$ cat src/rtl/seq_sub_pkg.sv
// Shared types and elaboration helpers for the multi-cycle half subtractor.
package seq_sub_pkg;

  typedef enum logic [1:0] {
    IDLE = 2'd0,
    RUN  = 2'd1,
    DONE = 2'd2
  } state_e;

  localparam int DEF_WIDTH = 32;
  localparam int DEF_CHUNK = 4;

  function automatic int half_of(input int width);
    return width / 2;
  endfunction

  function automatic int nchunk_of(input int width, input int chunk);
    return (width / 2) / chunk;
  endfunction

  // A legal configuration splits into two equal halves of whole slices.
  function automatic bit cfg_ok(input int width, input int chunk);
    return (width > 0) && (width % 2 == 0) && (chunk > 0) && ((width / 2) % chunk == 0);
  endfunction

endpackage

$ cat src/rtl/seq_half_subtractor_sub_chunk.sv
// Combinational CHUNK-bit borrow subtractor, shared by every slice of an operation.
module sub_chunk #(
  parameter int CHUNK = 4
) (
  input  logic [CHUNK-1:0] a,
  input  logic [CHUNK-1:0] b,
  input  logic             bi,
  output logic [CHUNK-1:0] d,
  output logic             bo
);

  logic [CHUNK:0] res;

  // One extra bit wide so the wrap-around lands in the MSB as the borrow.
  assign res     = {1'b0, a} - {1'b0, b} - {{CHUNK{1'b0}}, bi};
  assign {bo, d} = res;

endmodule

$ cat src/rtl/seq_half_subtractor.sv
// Multi-cycle subtractor computing A - B - bin, CHUNK bits per cycle, valid/ready on both sides.
// Optional build macro SUB_SATURATE_EN: clamp diff to 0 when the final borrow is set.
//
// state | meaning
// IDLE  | in_ready high, waiting for an operation
// RUN   | one slice per cycle, borrow carried in borrow_q
// DONE  | out_valid high, result held until out_ready
module seq_half_subtractor
  import seq_sub_pkg::*;
#(
  parameter int WIDTH = DEF_WIDTH,
  parameter int CHUNK = DEF_CHUNK
) (
  input  logic               clk,
  input  logic               rst,
  input  logic               in_valid,
  output logic               in_ready,
  input  logic [WIDTH-1:0]   data_in,
  input  logic               bin,
  output logic               out_valid,
  input  logic               out_ready,
  output logic [WIDTH/2-1:0] diff,
  output logic               bout
);

  localparam int HALF   = half_of(WIDTH);
  localparam int NCHUNK = nchunk_of(WIDTH, CHUNK);
  localparam int IDX_W  = (NCHUNK > 1) ? $clog2(NCHUNK) : 1;

  if (!cfg_ok(WIDTH, CHUNK)) begin : g_bad_cfg
    $error("seq_half_subtractor: WIDTH must be even and CHUNK must divide WIDTH/2");
  end

  state_e           state_q, state_d;
  logic [IDX_W-1:0] idx_q, idx_d;
  logic [HALF-1:0]  a_q, a_d;
  logic [HALF-1:0]  b_q, b_d;
  logic [HALF-1:0]  diff_q, diff_d;
  logic             borrow_q, borrow_d;

  logic [CHUNK-1:0] a_slice, b_slice, d_slice;
  logic             bo_slice;
  logic [HALF-1:0]  diff_shift;
  logic             last_slice;

  assign a_slice    = a_q[idx_q*CHUNK +: CHUNK];
  assign b_slice    = b_q[idx_q*CHUNK +: CHUNK];
  assign last_slice = (idx_q == IDX_W'(NCHUNK - 1));

  sub_chunk #(.CHUNK(CHUNK)) u_sub_chunk (
    .a  (a_slice),
    .b  (b_slice),
    .bi (borrow_q),
    .d  (d_slice),
    .bo (bo_slice)
  );

  // Slices enter at the top, so slice 0 ends up in the low bits after NCHUNK shifts.
  assign diff_shift = (diff_q >> CHUNK) | (HALF'(d_slice) << (HALF - CHUNK));

  always_comb begin
    state_d  = state_q;
    idx_d    = idx_q;
    a_d      = a_q;
    b_d      = b_q;
    diff_d   = diff_q;
    borrow_d = borrow_q;
    case (state_q)
      IDLE: begin
        if (in_valid) begin
          a_d      = data_in[HALF-1:0];
          b_d      = data_in[WIDTH-1:HALF];
          borrow_d = bin;
          idx_d    = '0;
          state_d  = RUN;
        end
      end
      RUN: begin
        diff_d   = diff_shift;
        borrow_d = bo_slice;
        idx_d    = idx_q + IDX_W'(1);
        if (last_slice) begin
          idx_d   = '0;
          state_d = DONE;
`ifdef SUB_SATURATE_EN
          if (bo_slice) diff_d = '0;
`endif
        end
      end
      DONE: begin
        if (out_ready) state_d = IDLE;
      end
      default: state_d = IDLE;
    endcase
  end

  always_ff @(posedge clk) begin
    if (!rst) begin
      state_q  <= IDLE;
      idx_q    <= '0;
      a_q      <= '0;
      b_q      <= '0;
      diff_q   <= '0;
      borrow_q <= 1'b0;
    end else begin
      state_q  <= state_d;
      idx_q    <= idx_d;
      a_q      <= a_d;
      b_q      <= b_d;
      diff_q   <= diff_d;
      borrow_q <= borrow_d;
    end
  end

  assign in_ready  = (state_q == IDLE);
  assign out_valid = (state_q == DONE);
  assign diff      = diff_q;
  assign bout      = borrow_q;

endmodule

$ cat config.mk
export PLATFORM = sky130hd
export DESIGN_NAME = seq_half_subtractor
export DESIGN_NICKNAME = d
export VERILOG_FILES = /design/src/rtl/seq_sub_pkg.sv /design/src/rtl/seq_half_subtractor_sub_chunk.sv /design/src/rtl/seq_half_subtractor.sv
export SDC_FILE = /design/constraint.sdc
export NUM_CORES = 1
export LEC_CHECK = 0
export ABC_AREA = 0
export CAP_MARGIN = 25
export CORE_UTILIZATION = 49
export DETAILED_ROUTE_END_ITERATION = 12
export GPL_ROUTABILITY_DRIVEN = 0
export PLACE_DENSITY = 0.79
export SLEW_MARGIN = 20
export SYNTH_ARGS = -nofsm -noshare
export SYNTH_HDL_FRONTEND = slang
export SYNTH_SLANG_ARGS = --single-unit
$ cat constraint.sdc
create_clock -name clk -period 3.1 [get_ports clk]
set_clock_uncertainty 0.15 [all_clocks]
set_input_delay 0.62 -clock clk [delete_from_list [all_inputs] [get_ports clk]]
set_output_delay 0.62 -clock clk [all_outputs]
set_load 0.005 [all_outputs]
==> reports/summary.md <==
The ratio of total power to cell area is 449 nW/um^2. Dividing the detail-routed wire length by the instance count gives 13.1 um. Setup repair after global routing left no endpoint under its margin. The synthesized design devotes to its leading area cell type 45.1% of total area.

Number of slew-limit violations in the final report: 0. Measured against its own limit, the worst slew margin works out to 55.9%. For the number of global-route vias before repair, the log shows 1845. The tools report the endpoint class of the critical path as a flop. Yosys printed 0 warnings. For this design, the sink count on the clock tree is 53.

The initial utilization of the core area, before any placement, comes to 52.6%. Combinational cells account for 18.4% of the total power. After clock tree synthesis, the setup repair step added 0 buffers.

In this run, CTS created clock tree buffers numbering 5. In the global route stage, overall resource usage came out at 20.7%. The logs give 0.30 ns for the latest clock arrival within the worst-skew pair and 27 for the number of unique standard cell types used by synthesis.

Total standard cell area after synthesis: 2350 um^2. The count of buffers added on input and output ports is 55. In this run the clock root is driven by a sky130_fd_sc_hd__clkbuf_8.

After detailed routing, the number of remaining DRC violations is 5. Switching share of total power: 25.3%. For the pin with the worst max-slew slack, the measured transition is 0.660 ns.

For the hold buffer count at CTS, the log shows 0. The final reports fail on design-rule violations. The core area came out at 4470 um^2.

Gates resized during post-CTS repair numbered 0. Top achievable clock speed: 395 MHz. After synthesis, the cell types taking the most area are sky130_fd_sc_hd__dfxtp_1, sky130_fd_sc_hd__nand2_1, sky130_fd_sc_hd__a21boi_0. Measured in cells, the most critical reg-to-reg path has a length of 9. The reg-to-reg critical path endpoint is bout$_SDFFE_PN0P_.

In this run the worst setup path terminates at bout$_SDFFE_PN0P_. The beginning of the critical path is idx_q[0]$_SDFFE_PN0P_. In this run the most used layer during global routing was met2. The share of final-layout standard cells stronger than drive strength 1 was 4.78%; the worst vdd rail ir drop was 250 uV. The internal portion of the total power is 0.00102 W. Leaving out fill and tap cells, the most frequent cells in the layout are sky130_fd_sc_hd__nand2_1, sky130_fd_sc_hd__clkdlybuf4s50_1, sky130_fd_sc_hd__dfxtp_1. Measured along the y axis, the die boundary spans 71.3 um. The number of nets handed over by synthesis was 305. For the number of nets in the layout, the log shows 357. The portion of the clock cycle consumed by the worst path in the final layout works out to 81.7%.

The final core utilization was 67.6%; the mean instance size in the synthesized netlist was 9.01 um^2. TritonCTS built the clock tree. Detailed placement ended at an HPWL of 3700 um. The tools report the site row count as 24. The slack of the worst reg-to-reg path was 0.57 ns; the area of the die was 5080 um^2. The synthesized design contains 53 register bits. Dividing the detail-routed via count by the number of cells gives 5.17. The number of max-capacitance violations reported is 0.

For met1 alone, demand over resource in global routing was 24.5%. For the final routed database, the setup TNS stands at 0 ns. Launch instance of the worst register-to-register path: idx_q[0]$_SDFFE_PN0P_. The total iterations of the first detailed-routing run is 9. The logs give 28 for the maximum number of pins on one net before global-route repair and 2 for the worst-case clock buffer depth.

The detailed router finished its first iteration with 118 violations. The run gives 1.14 nW as the leakage power figure. The largest area contributor in the netlist is sky130_fd_sc_hd__dfxtp_1. The path class of the lowest-slack min-delay path was flop to flop. The first global-routing pass estimated 8150 um of wire.

In this run the remaining antenna-violating nets after routing total 0. The critical path in this run is classified as flop to flop. The final route contains 1894 vias. The tools report the net switching component of the power as 0.000344 W. The initial antenna violation count is 0.

After clock tree synthesis, the clock-pin slew on the worst setup and hold paths is 0.09 ns. Minimum period implied by the final worst setup slack: 2.53 ns. The number of antenna diodes in the final layout is 0. The most common library cell in the layout ignoring fill and taps is sky130_fd_sc_hd__nand2_1. Sequential cells burn 54.6% of the power.

Met2 usage: 36.0%. The logs give 261 for the gate count of the mapped netlist and 4.78% for the met3 track demand over resource. The area overhead of the layout relative to synthesis is 28.6%. The total overflow reported by the global router is 0. The worst setup path is launched from a flop.

Data on the critical path is required at its endpoint by 3.18 ns. STA puts the critical path data arrival time at 2.61 ns. CTS built an H-tree with a depth of 2. The aggregate routed wire length was 4790 um; the fraction of the yosys area taken by sequential cells was 45.1%. The number of failing setup endpoints in the final timing report was 0. The flow ran to the end, but the final reports show violations. The number of top-level pins is 56. The clock network burns 27.0% of the power. The number of failing hold endpoints at the final stage was 0.

The largest fanout of any net on the critical path is 2. The die span in x is 71.3 um.
cell type report:
class / instances / area, um^2
fillers: 372 / 1450
multi-input cells: 182 / 1180
flip-flops and latches: 53 / 1060
repair buffers: 63 / 611
clock buffers: 8 / 80.1
well taps: 52 / 65.1
inverters: 8 / 30.0
cell usage after synthesis, drive strengths merged:
cell,count
and2,1
a31oi,2
xnor2,1
nor2b,4
nor3,2
nor2,2
buf,7
o21a,1
dfxtp,53
mux4,8
xor2,1
fa,2
ha,5
nand3,1
o211a,1
a21boi,46
a21oi,3
clkbuf,11
inv,8
nand2,93
a211oi,1
nand2b,4
o21ai,3
a22oi,1
logic make-up (layout without fill, tap and decap cells):
logic type | Yosys count | in the layout | synth area share (%)
AOI/OAI and AO/OA | 58 | 58 | 18.0
xor gates and xnor gates | 2 | 2 | 0.745
adders and majority gates | 7 | 7 | 4.36
buffers and inverters | 26 | 79 | 4.79
DFF | 53 | 53 | 45.1
muxes | 8 | 8 | 8.78
and+or+nand+nor | 107 | 107 | 18.2
metal layers:
metal	wire length (um)	vias to the layer above	share of wire, %
met2	2310	51	48
met4	158	0	3.3
met1	2130	856	44
li1	-	971	-
met3	196	16	4.1
met5	0	-	0
flip-flops by register name (all words and copies together) (netlist names):
signal   flops
a_q         16
b_q         16
bout         1
idx_q        2
state_q      2
diff        16
worst max-delay path, cell delays in order, from the launching register on:
cell and delay [ns]:
sky130_fd_sc_hd__dfxtp_1 0.35, sky130_fd_sc_hd__mux4_1 0.56, sky130_fd_sc_hd__inv_1 0.09, sky130_fd_sc_hd__fa_1 0.15, sky130_fd_sc_hd__inv_1 0.06, sky130_fd_sc_hd__fa_1 0.41
sky130_fd_sc_hd__nand2b_1 0.18, sky130_fd_sc_hd__a21oi_1 0.21, sky130_fd_sc_hd__xnor2_1 0.09, sky130_fd_sc_hd__a211oi_1 0.21
worst min path at each step:
stage | start | end | cells after the start
global placement | b_q[14]$_SDFFE_PN0P_ | b_q[14]$_SDFFE_PN0P_ | 2
CTS | diff[2]$_SDFFE_PN0P_ | diff[2]$_SDFFE_PN0P_ | 2
floorplan | a_q[4]$_SDFFE_PN0P_ | a_q[4]$_SDFFE_PN0P_ | 2
detailed placement | diff[2]$_SDFFE_PN0P_ | diff[2]$_SDFFE_PN0P_ | 2
finish | diff[2]$_SDFFE_PN0P_ | diff[2]$_SDFFE_PN0P_ | 2
global route | a_q[11]$_SDFFE_PN0P_ | a_q[11]$_SDFFE_PN0P_ | 2
power by group through the flow:
| stage | registers [W] | clock network, W | logic [W] |
|---|---|---|---|
| 6_report | 0.000742 | 0.000367 | 0.000251 |
| 5_1_grt | 0.000747 | 0.000400 | 0.000281 |
| 2_1_floorplan | 0.000751 | 0 | 0.000148 |
| 3_5_place_dp | 0.000758 | 0 | 0.000252 |
| 3_3_place_gp | 0.000756 | 0 | 0.000243 |
| 4_1_cts | 0.000742 | 0.000373 | 0.000252 |
through the flow:
step	total power [W]	cells	hold WS (ns)	setup WS, ns	instance area, um^2
floorplan	0.000899	261	0.289	0.605	2350
global placement	0.000999	358	0.300	0.692	2950
detailed placement	0.00101	358	0.310	0.583	2950
CTS	0.00137	366	0.322	0.572	3030
global route	0.00143	366	0.332	0.430	3030
finish	0.00136	366	0.317	0.567	3030
Power figures use the tool's default switching activity.
